## src/rtl/saturn_bus_initiator.sv

```systemverilog
// -----------------------------------------------------------------------------
// saturn_bus_initiator
//
// Controller end of the Saturn nibble bus. Converts one CPU transaction request
// into the nibble sequence the daisy-chained RAM/ROM/IO slaves decode: a command
// nibble, optional LOAD address nibbles, then data nibbles. Shadow copies of the
// slaves' PC and DP pointers let the initiator skip a LOAD whenever the slaves
// already point at the requested address.
//
// Ports
//   i_clk, i_reset_n    clock, asynchronous active-low reset
//   i_clk_en            bus slot strobe; at most one bus nibble per strobe
//   i_req_valid/o_req_ready, i_req_op/addr/len/wdata   request handshake
//   o_rsp_valid         one-cycle completion pulse
//   o_rsp_rdata         read nibbles packed LSB first, unused nibbles zero
//   o_bus_clk_en        a nibble is on the bus this cycle
//   o_bus_is_data       0 = command nibble, 1 = address/data nibble
//   o_bus_nibble_out    nibble driven to the slaves
//   i_bus_nibble_in     nibble returned by the active slave (slave-registered)
//
// Bus command nibble values
//   0 PC_READ, 1 DP_READ, 2 PC_WRITE, 3 DP_WRITE, 4 LOAD_PC, 5 LOAD_DP,
//   6 CONFIGURE, A RESET
// -----------------------------------------------------------------------------
module saturn_bus_initiator (
  input  logic        i_clk,
  input  logic        i_reset_n,
  input  logic        i_clk_en,
  input  logic        i_req_valid,
  output logic        o_req_ready,
  input  logic [2:0]  i_req_op,
  input  logic [19:0] i_req_addr,
  input  logic [3:0]  i_req_len,
  input  logic [63:0] i_req_wdata,
  output logic        o_rsp_valid,
  output logic [63:0] o_rsp_rdata,
  output logic        o_bus_clk_en,
  output logic        o_bus_is_data,
  output logic [3:0]  o_bus_nibble_out,
  input  logic [3:0]  i_bus_nibble_in
);

  localparam logic [3:0] BUSCMD_PC_READ   = 4'h0;
  localparam logic [3:0] BUSCMD_DP_READ   = 4'h1;
  localparam logic [3:0] BUSCMD_PC_WRITE  = 4'h2;
  localparam logic [3:0] BUSCMD_DP_WRITE  = 4'h3;
  localparam logic [3:0] BUSCMD_LOAD_PC   = 4'h4;
  localparam logic [3:0] BUSCMD_LOAD_DP   = 4'h5;
  localparam logic [3:0] BUSCMD_CONFIGURE = 4'h6;
  localparam logic [3:0] BUSCMD_RESET     = 4'hA;

  localparam logic [2:0] OP_CONFIGURE = 3'd4;
  localparam logic [2:0] OP_RESET     = 3'd5;

  typedef enum logic [3:0] {
    S_IDLE,
    S_LD_CMD,
    S_ADDR,
    S_ACC_CMD,
    S_DATA,
    S_RD_TAIL,
    S_CFG_CMD,
    S_RST_CMD,
    S_RESP
  } state_t;

  state_t      state, state_nx;

  // Latched request
  logic [2:0]  op_q;
  logic [19:0] addr_q;
  logic [3:0]  len_q;
  logic [63:0] wdata_q;
  logic [63:0] rdata_q;

  // Slot counter: address nibble index in ADDR, data nibble index in DATA
  logic [3:0]  cnt;
  logic [3:0]  cnt_prev;

  // Shadow copies of the slaves' pointers
  logic [19:0] pc_shadow, dp_shadow;
  logic        pc_valid, dp_valid;

  logic        req_hit;
  logic        op_is_rw, op_is_read, op_is_dp;
  logic        last_addr, last_data;
  logic        bus_slot;

  // Ops 0..3 are memory accesses; bit 0 selects DP, bit 1 selects write.
  always_comb begin
    req_hit    = i_req_op[0] ? (dp_valid && (dp_shadow == i_req_addr))
                             : (pc_valid && (pc_shadow == i_req_addr));
    op_is_rw   = ~op_q[2];
    op_is_read = (op_q[2:1] == 2'b00);
    op_is_dp   = op_q[0];
    last_addr  = (cnt == 4'd4);
    last_data  = (cnt == len_q);
    cnt_prev   = cnt - 4'd1;
  end

  // Gated with the reset pin so the handshake stays low while reset is held.
  assign o_req_ready = (state == S_IDLE) && i_reset_n;
  assign o_rsp_valid = (state == S_RESP);
  assign o_rsp_rdata = rdata_q;

  // ---------------------------------------------------------------------------
  // Next-state logic. Every bus state advances only on a slot strobe, so a gap
  // in i_clk_en simply freezes the sequence.
  // ---------------------------------------------------------------------------
  // NOTE: every signal assigned in always_comb gets a default first, so no path
  // leaves it unassigned and no latch is inferred.
  always_comb begin
    state_nx = state;
    case (state)
      S_IDLE: begin
        if (i_req_valid) begin
          if (!i_req_op[2])                 state_nx = req_hit ? S_ACC_CMD : S_LD_CMD;
          else if (i_req_op == OP_CONFIGURE) state_nx = S_CFG_CMD;
          else if (i_req_op == OP_RESET)     state_nx = S_RST_CMD;
          else                               state_nx = S_RESP;
        end
      end
      S_LD_CMD:  if (i_clk_en) state_nx = S_ADDR;
      S_CFG_CMD: if (i_clk_en) state_nx = S_ADDR;
      S_ADDR: begin
        // After a LOAD the slave switches to *_READ on its own, so reads need
        // no further command; writes must still issue the write command.
        if (i_clk_en && last_addr) begin
          if (!op_is_rw)       state_nx = S_RESP;
          else if (op_is_read) state_nx = S_DATA;
          else                 state_nx = S_ACC_CMD;
        end
      end
      S_ACC_CMD: if (i_clk_en) state_nx = S_DATA;
      S_DATA: begin
        if (i_clk_en && last_data) state_nx = op_is_read ? S_RD_TAIL : S_RESP;
      end
      S_RD_TAIL: if (i_clk_en) state_nx = S_RESP;
      S_RST_CMD: if (i_clk_en) state_nx = S_RESP;
      S_RESP:    state_nx = S_IDLE;
      default:   state_nx = S_IDLE;
    endcase
  end

  // ---------------------------------------------------------------------------
  // Bus drive. Nibble and is_data are decoded from registered state only; the
  // strobe is qualified by i_clk_en so a slot always lines up with a bus slot.
  // ---------------------------------------------------------------------------
  always_comb begin
    bus_slot         = 1'b0;
    o_bus_is_data    = 1'b0;
    o_bus_nibble_out = 4'h0;
    case (state)
      S_LD_CMD: begin
        bus_slot         = 1'b1;
        o_bus_nibble_out = op_is_dp ? BUSCMD_LOAD_DP : BUSCMD_LOAD_PC;
      end
      S_CFG_CMD: begin
        bus_slot         = 1'b1;
        o_bus_nibble_out = BUSCMD_CONFIGURE;
      end
      S_RST_CMD: begin
        bus_slot         = 1'b1;
        o_bus_nibble_out = BUSCMD_RESET;
      end
      S_ACC_CMD: begin
        bus_slot = 1'b1;
        case (op_q[1:0])
          2'b00:   o_bus_nibble_out = BUSCMD_PC_READ;
          2'b01:   o_bus_nibble_out = BUSCMD_DP_READ;
          2'b10:   o_bus_nibble_out = BUSCMD_PC_WRITE;
          default: o_bus_nibble_out = BUSCMD_DP_WRITE;
        endcase
      end
      S_ADDR: begin
        bus_slot      = 1'b1;
        o_bus_is_data = 1'b1;
        case (cnt[2:0])
          3'd0:    o_bus_nibble_out = addr_q[3:0];
          3'd1:    o_bus_nibble_out = addr_q[7:4];
          3'd2:    o_bus_nibble_out = addr_q[11:8];
          3'd3:    o_bus_nibble_out = addr_q[15:12];
          default: o_bus_nibble_out = addr_q[19:16];
        endcase
      end
      S_DATA: begin
        bus_slot         = 1'b1;
        o_bus_is_data    = 1'b1;
        o_bus_nibble_out = op_is_read ? 4'h0 : wdata_q[{cnt, 2'b00} +: 4];
      end
      default: ;
    endcase
    o_bus_clk_en = bus_slot && i_clk_en;
  end

  // ---------------------------------------------------------------------------
  // State, request latch, read capture and shadow pointers
  // ---------------------------------------------------------------------------
  // NOTE: sequential state uses non-blocking assignments so every register
  // samples pre-edge values, independent of statement order.
  always_ff @(posedge i_clk or negedge i_reset_n) begin
    if (!i_reset_n) begin
      state     <= S_IDLE;
      op_q      <= 3'd0;
      addr_q    <= 20'd0;
      len_q     <= 4'd0;
      wdata_q   <= 64'd0;
      rdata_q   <= 64'd0;
      cnt       <= 4'd0;
      pc_shadow <= 20'd0;
      dp_shadow <= 20'd0;
      pc_valid  <= 1'b0;
      dp_valid  <= 1'b0;
    end else begin
      state <= state_nx;
      case (state)
        S_IDLE: begin
          if (i_req_valid) begin
            op_q    <= i_req_op;
            addr_q  <= i_req_addr;
            len_q   <= i_req_len;
            wdata_q <= i_req_wdata;
            cnt     <= 4'd0;
            if (i_req_op[2:1] == 2'b00) rdata_q <= 64'd0;
          end
        end
        S_ADDR: begin
          if (i_clk_en) begin
            cnt <= last_addr ? 4'd0 : cnt + 4'd1;
            // A completed LOAD leaves the slave pointer at the address.
            if (last_addr && op_is_rw) begin
              if (op_is_dp) begin
                dp_shadow <= addr_q;
                dp_valid  <= 1'b1;
              end else begin
                pc_shadow <= addr_q;
                pc_valid  <= 1'b1;
              end
            end
          end
        end
        S_DATA: begin
          if (i_clk_en) begin
            // The slave registers its read nibble, so slot k returns nibble k-1.
            if (op_is_read && (cnt != 4'd0)) rdata_q[{cnt_prev, 2'b00} +: 4] <= i_bus_nibble_in;
            cnt <= last_data ? 4'd0 : cnt + 4'd1;
            // Slave pointers auto-increment once per data nibble, wrapping at 20 bits.
            if (last_data) begin
              if (op_is_dp) dp_shadow <= dp_shadow + {16'd0, len_q} + 20'd1;
              else          pc_shadow <= pc_shadow + {16'd0, len_q} + 20'd1;
            end
          end
        end
        S_RD_TAIL: begin
          if (i_clk_en) rdata_q[{len_q, 2'b00} +: 4] <= i_bus_nibble_in;
        end
        S_RST_CMD: begin
          if (i_clk_en) begin
            pc_valid <= 1'b0;
            dp_valid <= 1'b0;
          end
        end
        default: ;
      endcase
    end
  end

endmodule
```

## config.mk

```make
export PLATFORM = sky130hd
export DESIGN_NAME = saturn_bus_initiator
export DESIGN_NICKNAME = d
export VERILOG_FILES = /design/src/rtl/saturn_bus_initiator.sv
export SDC_FILE = /design/constraint.sdc
export NUM_CORES = 1
export LEC_CHECK = 0
export CAP_MARGIN = 20
export CORE_UTILIZATION = 55
export DETAILED_ROUTE_END_ITERATION = 10
export GPL_TIMING_DRIVEN = 0
export HOLD_SLACK_MARGIN = 0.06
export PLACE_DENSITY = 0.78
export SLEW_MARGIN = 0
export SYNTH_ARGS = -nofsm -noshare
export SYNTH_HDL_FRONTEND = slang
export SYNTH_SLANG_ARGS = --single-unit
```

## constraint.sdc

```tcl
create_clock -name i_clk -period 6.3 [get_ports i_clk]
set_clock_uncertainty 0.05 [all_clocks]
set_input_delay 1.89 -clock i_clk [delete_from_list [all_inputs] [get_ports i_clk]]
set_output_delay 1.89 -clock i_clk [all_outputs]
set_load 0.02 [all_outputs]
```

==> impl_table.tex <==
\begin{tabular}{lr}
\hline
Metric & Value \\
\hline
\multicolumn{2}{l}{\textbf{Synth}} \\
\quad Mapped Area & 11,100 um\^{}2 \\
\quad Area share of the largest cell type after synthesis & 46.0\% \\
\quad Library cell with the largest summed area after synthesis & sky130\_fd\_sc\_hd\_\_dfrtp\_1 \\
\quad Async S/R FF share, synth & 100\% \\
\quad Synthesized Nets & 1,158 \\
\quad Number of synthesized register bits & 205 \\
\quad Synth Warn \# & 0 \\
\quad Post-Synthesis Mean Instance Area & 10.8 um\^{}2 \\
\quad Biggest area contributors in the synthesized netlist & sky130\_fd\_sc\_hd\_\_dfrtp\_1 46\%, sky130\_fd\_sc\_hd\_\_mux2\_2 9.2\%, sky130\_fd\_sc\_hd\_\_a22o\_1 4.5\%, sky130\_fd\_sc\_hd\_\_mux4\_2 4.0\%, sky130\_fd\_sc\_hd\_\_a21oi\_1 3.2\% \\
\quad Post-synth EDFFs & 0 \\
\quad Share of the yosys chip area belonging to registers & 46.0\% \\
\quad Most frequently used flop master after synthesis & sky130\_fd\_sc\_hd\_\_dfrtp\_1 \\
\quad Gate Count Post-Synth & 1,036 \\
\quad Yosys cell types & 71 \\
\multicolumn{2}{l}{\textbf{Placed design}} \\
\quad GP Congestion & 0.964 \\
\quad Buffers added on ports & 169 \\
\quad Cell area after placement & 13,200 um\^{}2 \\
\quad Half-perimeter wire length after detailed placement & 24,900 um \\
\quad Placed cell count & 1,471 \\
\multicolumn{2}{l}{\textbf{Route}} \\
\quad Detailed-route DRC error count & 0 \\
\quad Count of nets left with antenna violations after detail routing & 0 \\
\quad Routed via count & 9,648 \\
\quad Detailed Route Iter0 Violations & 1,184 \\
\quad Routed wire length per instance & 22.3 um \\
\quad Iteration count of the initial detailed-routing pass & 5 \\
\quad Average vias per placed instance & 6.40 \\
\quad Final wirelength & 33,600 um \\
\multicolumn{2}{l}{\textbf{STA}} \\
\quad Measured slew at the worst slew-check pin & 0.890 ns \\
\quad Share of the clock period used by the worst path after layout & 95.5\% \\
\quad Setup total negative slack & 0 ns \\
\quad Final setup violation count & 0 \\
\quad Final hold viol count & 0 \\
\quad FMAX & 0.166 GHz \\
\quad Max-Slew Margin vs Limit & 39.9\% \\
\quad Fin crit period & 6.02 ns \\
\quad Setup repair after global routing missed its margin & no \\
\quad Fin. max-slew vios & 0 \\
\multicolumn{2}{l}{\textbf{Die}} \\
\quad Area of the placeable core & 19,700 um\^{}2 \\
\quad Initial core utilization & 56.7\% \\
\quad Y dimension of the die & 144 um \\
\quad Row cnt & 51 \\
\quad I/O pin cnt & 171 \\
\quad Die Wd & 144 um \\
\quad Die area & 20,800 um\^{}2 \\
\multicolumn{2}{l}{\textbf{Critical path}} \\
\quad Crit path arrival time & 4.08 ns \\
\quad Startpoint Class & flip-flop \\
\quad Category of the critical setup timing path & reg2out \\
\quad Endpoint class of the critical path & primary output \\
\quad Maximum fanout along the worst path & 10 \\
\quad R2R setup slack & 2.32 ns \\
\quad Required @ worst endpoint & 4.36 ns \\
\multicolumn{2}{l}{\textbf{GRT}} \\
\quad Total global-route track usage & 33.3\% \\
\quad First-pass GRT wire length & 52,200 um \\
\quad Vias in the first global route & 9,302 \\
\quad Largest net degree at the start of global routing & 120 \\
\quad Initial antenna violation count & 1 \\
\quad Overall overflow remaining after global route & 0 \\
\multicolumn{2}{l}{\textbf{Outcome}} \\
\quad Result of the run & finished, final reports clean \\
\multicolumn{2}{l}{\textbf{Clocking}} \\
\quad Setup fix buffers added after clock tree synthesis & 0 \\
\quad Total clock buffers created by CTS & 22 \\
\quad Clock latency at the later pin of the worst-skew pair & 0.52 ns \\
\quad CTS sink cnt & 205 \\
\quad Worst-path clk slew & 0.06 ns \\
\quad Clock tree root buffer cell & sky130\_fd\_sc\_hd\_\_clkbuf\_16 \\
\quad Hold\_buf cts & 0 \\
\quad Level count of the clock H-tree & 1 \\
\quad Clock Path Buffers & 3 \\
\quad CTS tree & yes \\
\multicolumn{2}{l}{\textbf{Power and ir drop}} \\
\quad Relative contribution of combinational cells to total power & 46.6\% \\
\quad PnR Total Power & 0.00674 W \\
\quad Worst vdd ir & 0.000332 V \\
\quad Leakage power summed over all cells & 5.81 nW \\
\quad Sequential cell fraction of total power & 31.6\% \\
\quad Psw & 0.00270 W \\
\quad Total internal power & 0.00405 W \\
\quad Power density over cell area & 481 nW/um\^{}2 \\
\quad Clock group share of total power & 21.9\% \\
\quad Net Sw Frac & 40.0\% \\
\multicolumn{2}{l}{\textbf{Layout}} \\
\quad Layout Cells excl Fill & 1,507 \\
\quad Share of final-layout standard cells stronger than drive strength 1 & 13.8\% \\
\quad Most common library cell in the layout ignoring fill and taps & sky130\_fd\_sc\_hd\_\_dfrtp\_1 \\
\quad Total number of nets in the final design & 1,351 \\
\quad Post-route cell area & 14,000 um\^{}2 \\
\quad Commonest non-fill, non-tap cells in the layout & 205 x sky130\_fd\_sc\_hd\_\_dfrtp\_1, 168 x sky130\_fd\_sc\_hd\_\_clkdlybuf4s50\_1, 91 x sky130\_fd\_sc\_hd\_\_mux2\_2, 71 x sky130\_fd\_sc\_hd\_\_a21oi\_1, 61 x sky130\_fd\_sc\_hd\_\_nand2\_1 \\
\quad Antenna diode count & 0 \\
\quad Synth-to-layout area growth & 25.7\% \\
\multicolumn{2}{l}{\textbf{Flow run}} \\
\quad Maxcap violations & 0 \\
\multicolumn{2}{l}{\textbf{Hold path}} \\
\quad Hold Crit Class & reg2reg \\
\hline
\end{tabular}
==> layer usage <==
layer	up-vias	routed length, um	global-route usage, %
met5	-	16	0
met4	2	920	9.70
met3	77	3620	9.14
met2	548	15000	50.2
met1	4739	14100	47.0
li1	4282	-	-
==> registers in the layout, summed over array words and instances (netlist names) <==
signal / cells
o_rsp_rdata: 64
wdata_q: 64
addr_q: 20
dp_shadow: 20
pc_shadow: 20
cnt: 4
len_q: 4
state: 4
op_q: 3
dp_valid: 1
pc_valid: 1
==> cell usage after synthesis, drive strengths merged, types with 11 or more instances <==
master and instances:
dfrtp 205, mux2 91, a21oi 71, nand2 61, a22o 57, clkbuf 48, nor2 47, o21ai 46
xnor2 32, nand3 28, xor2 22, ha 21, inv 21, mux4 20, o22ai 20, buf 18
o22a 18, a31oi 17, and2 16, nand4 16, or3 16, nor2b 11, nor4 11
==> worst paths after layout <==
| kind | start | endpoint | depth (start not counted) |
|---|---|---|---|
| setup / recovery | cnt[1] | o_bus_nibble_out[3] | 11 |
| hold / removal | o_rsp_rdata[16] | o_rsp_rdata[16] | 2 |
| max in group asynchronous | i_reset_n | pc_shadow[15] | 2 |
| setup reg to reg | cnt[1] | o_rsp_rdata[49] | 11 |
| hold reg to reg | o_rsp_rdata[16] | o_rsp_rdata[16] | 2 |
| min in group asynchronous | i_reset_n | o_rsp_rdata[21] | 1 |
==> worst max-delay path, cell delays in order (launching register included) <==
cell and delay, ns:
sky130_fd_sc_hd__dfrtp_1 0.49, sky130_fd_sc_hd__clkbuf_2 0.34, sky130_fd_sc_hd__buf_2 0.33, sky130_fd_sc_hd__inv_1 0.15, sky130_fd_sc_hd__ha_1 0.24, sky130_fd_sc_hd__ha_1 0.26, sky130_fd_sc_hd__a211oi_1 0.56, sky130_fd_sc_hd__nand2_1 0.13
sky130_fd_sc_hd__a31oi_1 0.17, sky130_fd_sc_hd__a21oi_1 0.09, sky130_fd_sc_hd__o21ai_0 0.12, sky130_fd_sc_hd__clkdlybuf4s50_1 0.68
==> power groups by stage <==
stage	sequential, W	clock, W	combinational, W
after CTS	0.00211	0.00148	0.00311
after global routing	0.00217	0.00153	0.00342
after floorplan	0.00201	0	0.00222
after detailed placement	0.00213	0	0.00308
after global placement	0.00211	0	0.00301
final	0.00213	0.00147	0.00314
==> metrics by stage <==
stage	utilization, %	setup WS (ns)	hold WS, ns
2_1_floorplan	-	1.64	0.414
3_3_place_gp	67.0	-6.07	0.417
3_5_place_dp	67.2	0.380	0.419
4_1_cts	71.3	0.0690	0.433
5_1_grt	71.3	0.0866	0.455
6_report	71.3	0.282	0.424
==> layout make-up <==
cell class	instances	area (um^2)
Multi-Input combinational cell	743	5660
Fill cell	1529	5650
Sequential cell	205	5130
Timing Repair Buffer	170	1720
Clock buffer	29	618
Tap cell	265	332
Buffer	65	272
Clock inverter	8	194
Inverter	22	82.6
==> repair_timing <==
item | CTS | global route
pin swaps | 0 | 0
endpoints found under the setup margin | 4 | 4
cloned | 0 | 0
hold endpoints to repair | 0 | 0
gates resized for setup | 1 | 1
==> logic make-up after synthesis <==
kind of cell	synth area share, %
AO/OA/AOI/OAI	18.5
XOR/XNOR	4.24
adder cells (fa/ha/maj)	2.72
buffers and inverters	3.19
flip-flops	46.0
multiplexers	13.2
AND/OR/NAND/NOR	12.1
No activity file was read; power rests on OpenSTA's default activity.
==> RTL edit 1 (same settings) <==
Re-encode `state_t` (9 states) as one-hot, 9 bits wide.
--- a/src/rtl/saturn_bus_initiator.sv
+++ b/src/rtl/saturn_bus_initiator.sv
@@ -53,14 +53,14 @@
   localparam logic [2:0] OP_RESET     = 3'd5;
 
-  typedef enum logic [3:0] {
-    S_IDLE,
-    S_LD_CMD,
-    S_ADDR,
-    S_ACC_CMD,
-    S_DATA,
-    S_RD_TAIL,
-    S_CFG_CMD,
-    S_RST_CMD,
-    S_RESP
+  typedef enum logic [8:0] {
+    S_IDLE    = 9'b000000001,
+    S_LD_CMD  = 9'b000000010,
+    S_ADDR    = 9'b000000100,
+    S_ACC_CMD = 9'b000001000,
+    S_DATA    = 9'b000010000,
+    S_RD_TAIL = 9'b000100000,
+    S_CFG_CMD = 9'b001000000,
+    S_RST_CMD = 9'b010000000,
+    S_RESP    = 9'b100000000
   } state_t;
 
Formal check against the unedited RTL: no difference found for any inputs over 4 cycles, from zero or initial values and one cycle with i_reset_n low; so few cycles prove little.
==> RTL edit 1 against the original RTL <==
Total power down 11%; critical path depth down 1; die area up 4.6%; count of clock-buffer cells in the layout up 3; setup slack worse by 0.0088 ns; routed wire length up 1.6%; combinational power down 23%; global-route usage down 1.4 points; sequential cell count up 5; synthesized cell count up 8.7%; area after synthesis up 4.6%; final area up 3.7%; sequential share of layout area down 0.44 points.
==> RTL edit 1: results (changes against the original RTL) <==
logic_synthesis:
  synth_cell_types: 81  # +14%
  synthXorXnorAreaFrac: 0.0413  # -0.00112
  ys_seq_area_frac: 0.451  # -0.00947
  synth_area_leaders: "dfrtp_1 45%, mux2_2 8.8%, mux4_2 3.9%"
  synth_common_cells: "209 x dfrtp_1, 114 x nand2_1, 91 x mux2_2, 70 x nor2_1, 65 x a21oi_1"
  synth-compound-area-share: 0.169  # -0.0154
  post_synth.cell_area_avg_um2: 10.4  # -3.7%
  synthArstFlopShare: 1.00  # unchanged
  synth_fa_ha_area_frac: 0.0260  # -0.00120
  synth_nets: 1248  # +7.8%
  yosys_warnings: 0  # unchanged
  synth_mux_area_frac: 0.133  # +0.00103
clock_tree:
  clock_path_buffers: 3  # unchanged
  cts_made_buffers: 24  # +9.1%
  cts_max_level: 1  # unchanged
  ctsResizeCount: 2  # +1
  insertion_delay_ns: 0.52  # about the same
  ctsHoldBuffers: 0  # unchanged
  cts_setup_buffers: 0  # unchanged
  path_clk_slew_ns: 0.06  # about the same
  cts_root_buf: "clkbuf_16"
placed_design:
  dpl.hpwl_um: 25600  # +2.7%
  pre_cts_slack_ns: 0.221  # -0.159 ns
  io_buffers: 169  # unchanged
  routabilityCongestion: 0.952  # -1.2%
  dpl.cell_count: 1566  # +6.5%
  post_dp_cell_area_um2: 13700  # +3.9%
global_routing:
  grt_start_max_net_pins: 122  # +1.7%
  grt_pass1_vias: 9823  # +5.6%
  overflow: 0  # unchanged
  antenna_found_initial: 0  # -1
  grt_pass1_wl_um: 54000  # +3.4%
  grt_usage: 0.319  # -0.0143
worst_setup_path:
  critical-path-max-stage-delay_ns: 0.65  # -0.03 ns
  critPathSlowestCell: "clkdlybuf4s50_1"
  crit_path_max_fanout: 10  # unchanged
  critPathTopFamily: "buffers and inverters"
  critPathArrivalTime_ns: 4.09  # about the same
power:
  peakVddDrop_v: 0.000260  # -22%
  switchingPower_w: 0.00222  # -18%
  power_leakage_nw: 6.02  # +3.6%
route:
  wl_per_cell_um: 21.2  # -4.8%
  dr.pass1.iters: 5  # unchanged
  totalWireLength_um: 34100  # +1.6%
  vias: 10100  # +5.2%
  drt_iter0_drc: 873  # -26%
min_path:
  hold_path_class: "flop to flop"
cells_and_area:
  n_antenna_cell: 0  # unchanged
  drive_gt1_frac: 0.161  # +0.0223
  fin_nets: 1443  # +6.8%
timing:
  worst_pin_slew_ns: 0.896  # +0.00592 ns
outcome:
  status: "complete, no violations"
[RTL edit 1: changes by cell type after synthesis, sizes merged, moves of 26 or more]
cell and delta:
o21ai +38, nand2 +53, xor2 +26, clkbuf -28, a22o -44, buf +26
[RTL edit 1: layout make-up]
class	instances	area, um2
clock buffers	32	682
multi-input cells	824	5990
clock inverters	10	121
plain buffers	63	307
repair buffers	170	1720
well taps	270	338
flip-flops and latches	210	5260
fillers	1549	5970
inverters	28	105
[RTL edit 1: routing by layer]
layer,wire length [um],vias up,GRT usage
li1,-,4541,-
met3,3480,87,0.0735
met5,0,-,0
met1,13700,4961,0.431
met4,1160,0,0.120
met2,15700,559,0.502
[RTL edit 1: power by group through the flow]
| stage | Sequential (W) | Combinational [W] | Clock, W |
|---|---|---|---|
| finish | 0.00218 | 0.00242 | 0.00143 |
| floorplan | 0.00206 | 0.00176 | 0 |
| CTS | 0.00216 | 0.00239 | 0.00144 |
| global placement | 0.00216 | 0.00231 | 0 |
| detailed placement | 0.00218 | 0.00238 | 0 |
| global route | 0.00222 | 0.00261 | 0.00150 |
[RTL edit 1: final timing paths]
kind / cells past startpoint / start / endpoint / slack, ns
max: 10 / cnt[1] / o_bus_nibble_out[2] / 0.27
min: 2 / o_rsp_rdata[22] / o_rsp_rdata[22] / 0.43
max in group asynchronous: 2 / i_reset_n / dp_shadow[5] / 3.80
min reg2reg: 2 / o_rsp_rdata[22] / o_rsp_rdata[22] / 0.43
min in group asynchronous: 1 / i_reset_n / o_rsp_rdata[20] / 1.29
max reg2reg: 11 / cnt[1] / o_rsp_rdata[16] / 2.37
[RTL edit 1: cells by family after synthesis]
group,after synthesis
xor gates and xnor gates,55
AOI/OAI and AO/OA,300
muxes,117
and+or+nand+nor,329
DFF,210
adders and majority gates,23
buffers and inverters,92
==> RTL edit 2 (same settings) <==
Made on the original files. Compare `cnt` against `4'd4` with >= in place of ==.
--- a/src/rtl/saturn_bus_initiator.sv
+++ b/src/rtl/saturn_bus_initiator.sv
@@ -94,5 +94,5 @@
     op_is_read = (op_q[2:1] == 2'b00);
     op_is_dp   = op_q[0];
-    last_addr  = (cnt == 4'd4);
+    last_addr  = (cnt >= 4'd4);
     last_data  = (cnt == len_q);
     cnt_prev   = cnt - 4'd1;
Check against the original RTL: same outputs for any inputs over 4 cycles, from zero or initial values and one cycle with i_reset_n low; that may be too few to reach the edited logic, so the function may still have changed.
==> RTL edit 2 against the original RTL <==
Area after synthesis rose by 0.95%; setup slack worse by 0.046 ns; sequential cell count is the same; routed wire length is 0.24% lower; utilization is 0.29 points higher; total power fell by 2.3%; final area grew 1.1%; sequential share of layout area decreased by 0.39 points; largest power group unchanged; highest routed layer is now met4.
==> RTL edit 2: results (changes against the original RTL) <==
worst_setup_path:
  path_class: "flop to output pin"
  crit_path_end: "o_bus_nibble_out[2]"
  r2r_cells: 12  # +1
  critPathArrivalTime_ns: 4.12  # +0.04 ns
  rr_endpoint: "o_rsp_rdata[42]"
  critical-path-max-stage-delay_ns: 0.66  # -0.02 ns
  r2r_start: "cnt[0]"
route:
  viasPerCell: 6.36  # -0.69%
  wl_per_cell_um: 21.9  # -1.9%
  drt_iter0_drc: 1005  # -15%
  wl_met2_um: 15400  # +3.2%
  m1WireLength_um: 13800  # -1.8%
  maxUsedRoutingLayer: "met4"
  wl_met3_um: 3180  # -12%
global_routing:
  antenna_found_initial: 0  # -1
  use_met1: 0.440  # -0.0301
  grt_pass1_wl_um: 52700  # +0.99%
  grt_start_max_net_pins: 126  # +5.0%
  grt_usage: 0.319  # -0.0137
  grt_use_met3: 0.0667  # -0.0247
  grt_pass1_vias: 9492  # +2.0%
  met2_usage: 0.503  # +0.00135
power:
  switchingPower_w: 0.00260  # -3.7%
  peakVddDrop_v: 0.000277  # -17%
  sw_frac_of_total: 0.394  # -0.00567
  seqPwrFrac: 0.324  # +0.008
  pwr-share-clk: 0.223  # +0.004
  power_leakage_nw: 5.76  # -0.81%
clock_tree:
  ctsResizeCount: 3  # +2
  cts_made_buffers: 23  # +4.5%
logic_synthesis:
  synth-compound-area-share: 0.191  # +0.00615
  synth_cell_types: 72  # +1.4%
  synth_mux_area_frac: 0.135  # +0.00242
  synth_flop_cell: "dfrtp_1"
  synthXorXnorAreaFrac: 0.0397  # -0.00274
  synth_area_leaders: "dfrtp_1 46%, mux2_2 9.4%, mux4_2 3.8%"
  syn_inst: 1058  # +2.1%
  synth_fa_ha_area_frac: 0.0269  # -0.000257
  synth_common_cells: "205 x dfrtp_1, 94 x mux2_2, 75 x a21oi_1, 60 x nor2_1, 53 x nand2_1"
  synth_nets: 1180  # +1.9%
min_path:
  hp-start: "o_rsp_rdata[0]"
timing:
  max_freq_mhz: 165  # -0.76%
  max_slew_margin: 0.385  # -0.0136
placed_design:
  dpl.hpwl_um: 24700  # -0.64%
  routabilityCongestion: 0.960  # -0.35%
  post_dp_cell_area_um2: 13300  # +0.88%
  pre_cts_slack_ns: 0.0716  # -0.308 ns
  io_buffers: 170  # +0.59%
outcome:
  status: "complete, no violations"
cells_and_area:
  drive_gt1_frac: 0.147  # +0.00820
  fin_nets: 1374  # +1.7%
  syn_to_final_growth_pct: 25.9
  fin_cells: 1533  # +1.7%
  n_fill_cell: 1478  # -3.3%
==> RTL edit 2: cell types whose count changed after synthesis, sizes merged, moves of 7 or more <==
cell,change
a22o,-23
inv,+21
o22ai,+15
nor2,+14
a22oi,+12
o22a,+9
o2bb2ai,+9
or3,-9
nand2,-8
nor3,+7
o21a,-7
==> RTL edit 2: worst min-delay path by stage <==
stage / to / slack [ns] / depth (start not counted)
floorplan: wdata_q[10] / 0.42 / 1
global placement: o_rsp_rdata[0] / 0.43 / 1
detailed placement: o_rsp_rdata[1] / 0.43 / 1
CTS: o_rsp_rdata[1] / 0.45 / 1
global route: wdata_q[6] / 0.47 / 1
finish: o_rsp_rdata[0] / 0.44 / 1
==> RTL edit 2: layout make-up <==
cell class	instances	area share
clock inverter	10	0.0116
timing repair buffer	171	0.122
tap	265	0.0234
multi-input combinational	745	0.401
clock buffer	31	0.0477
sequential	205	0.362
buffer	64	0.0199
inverter	42	0.0111
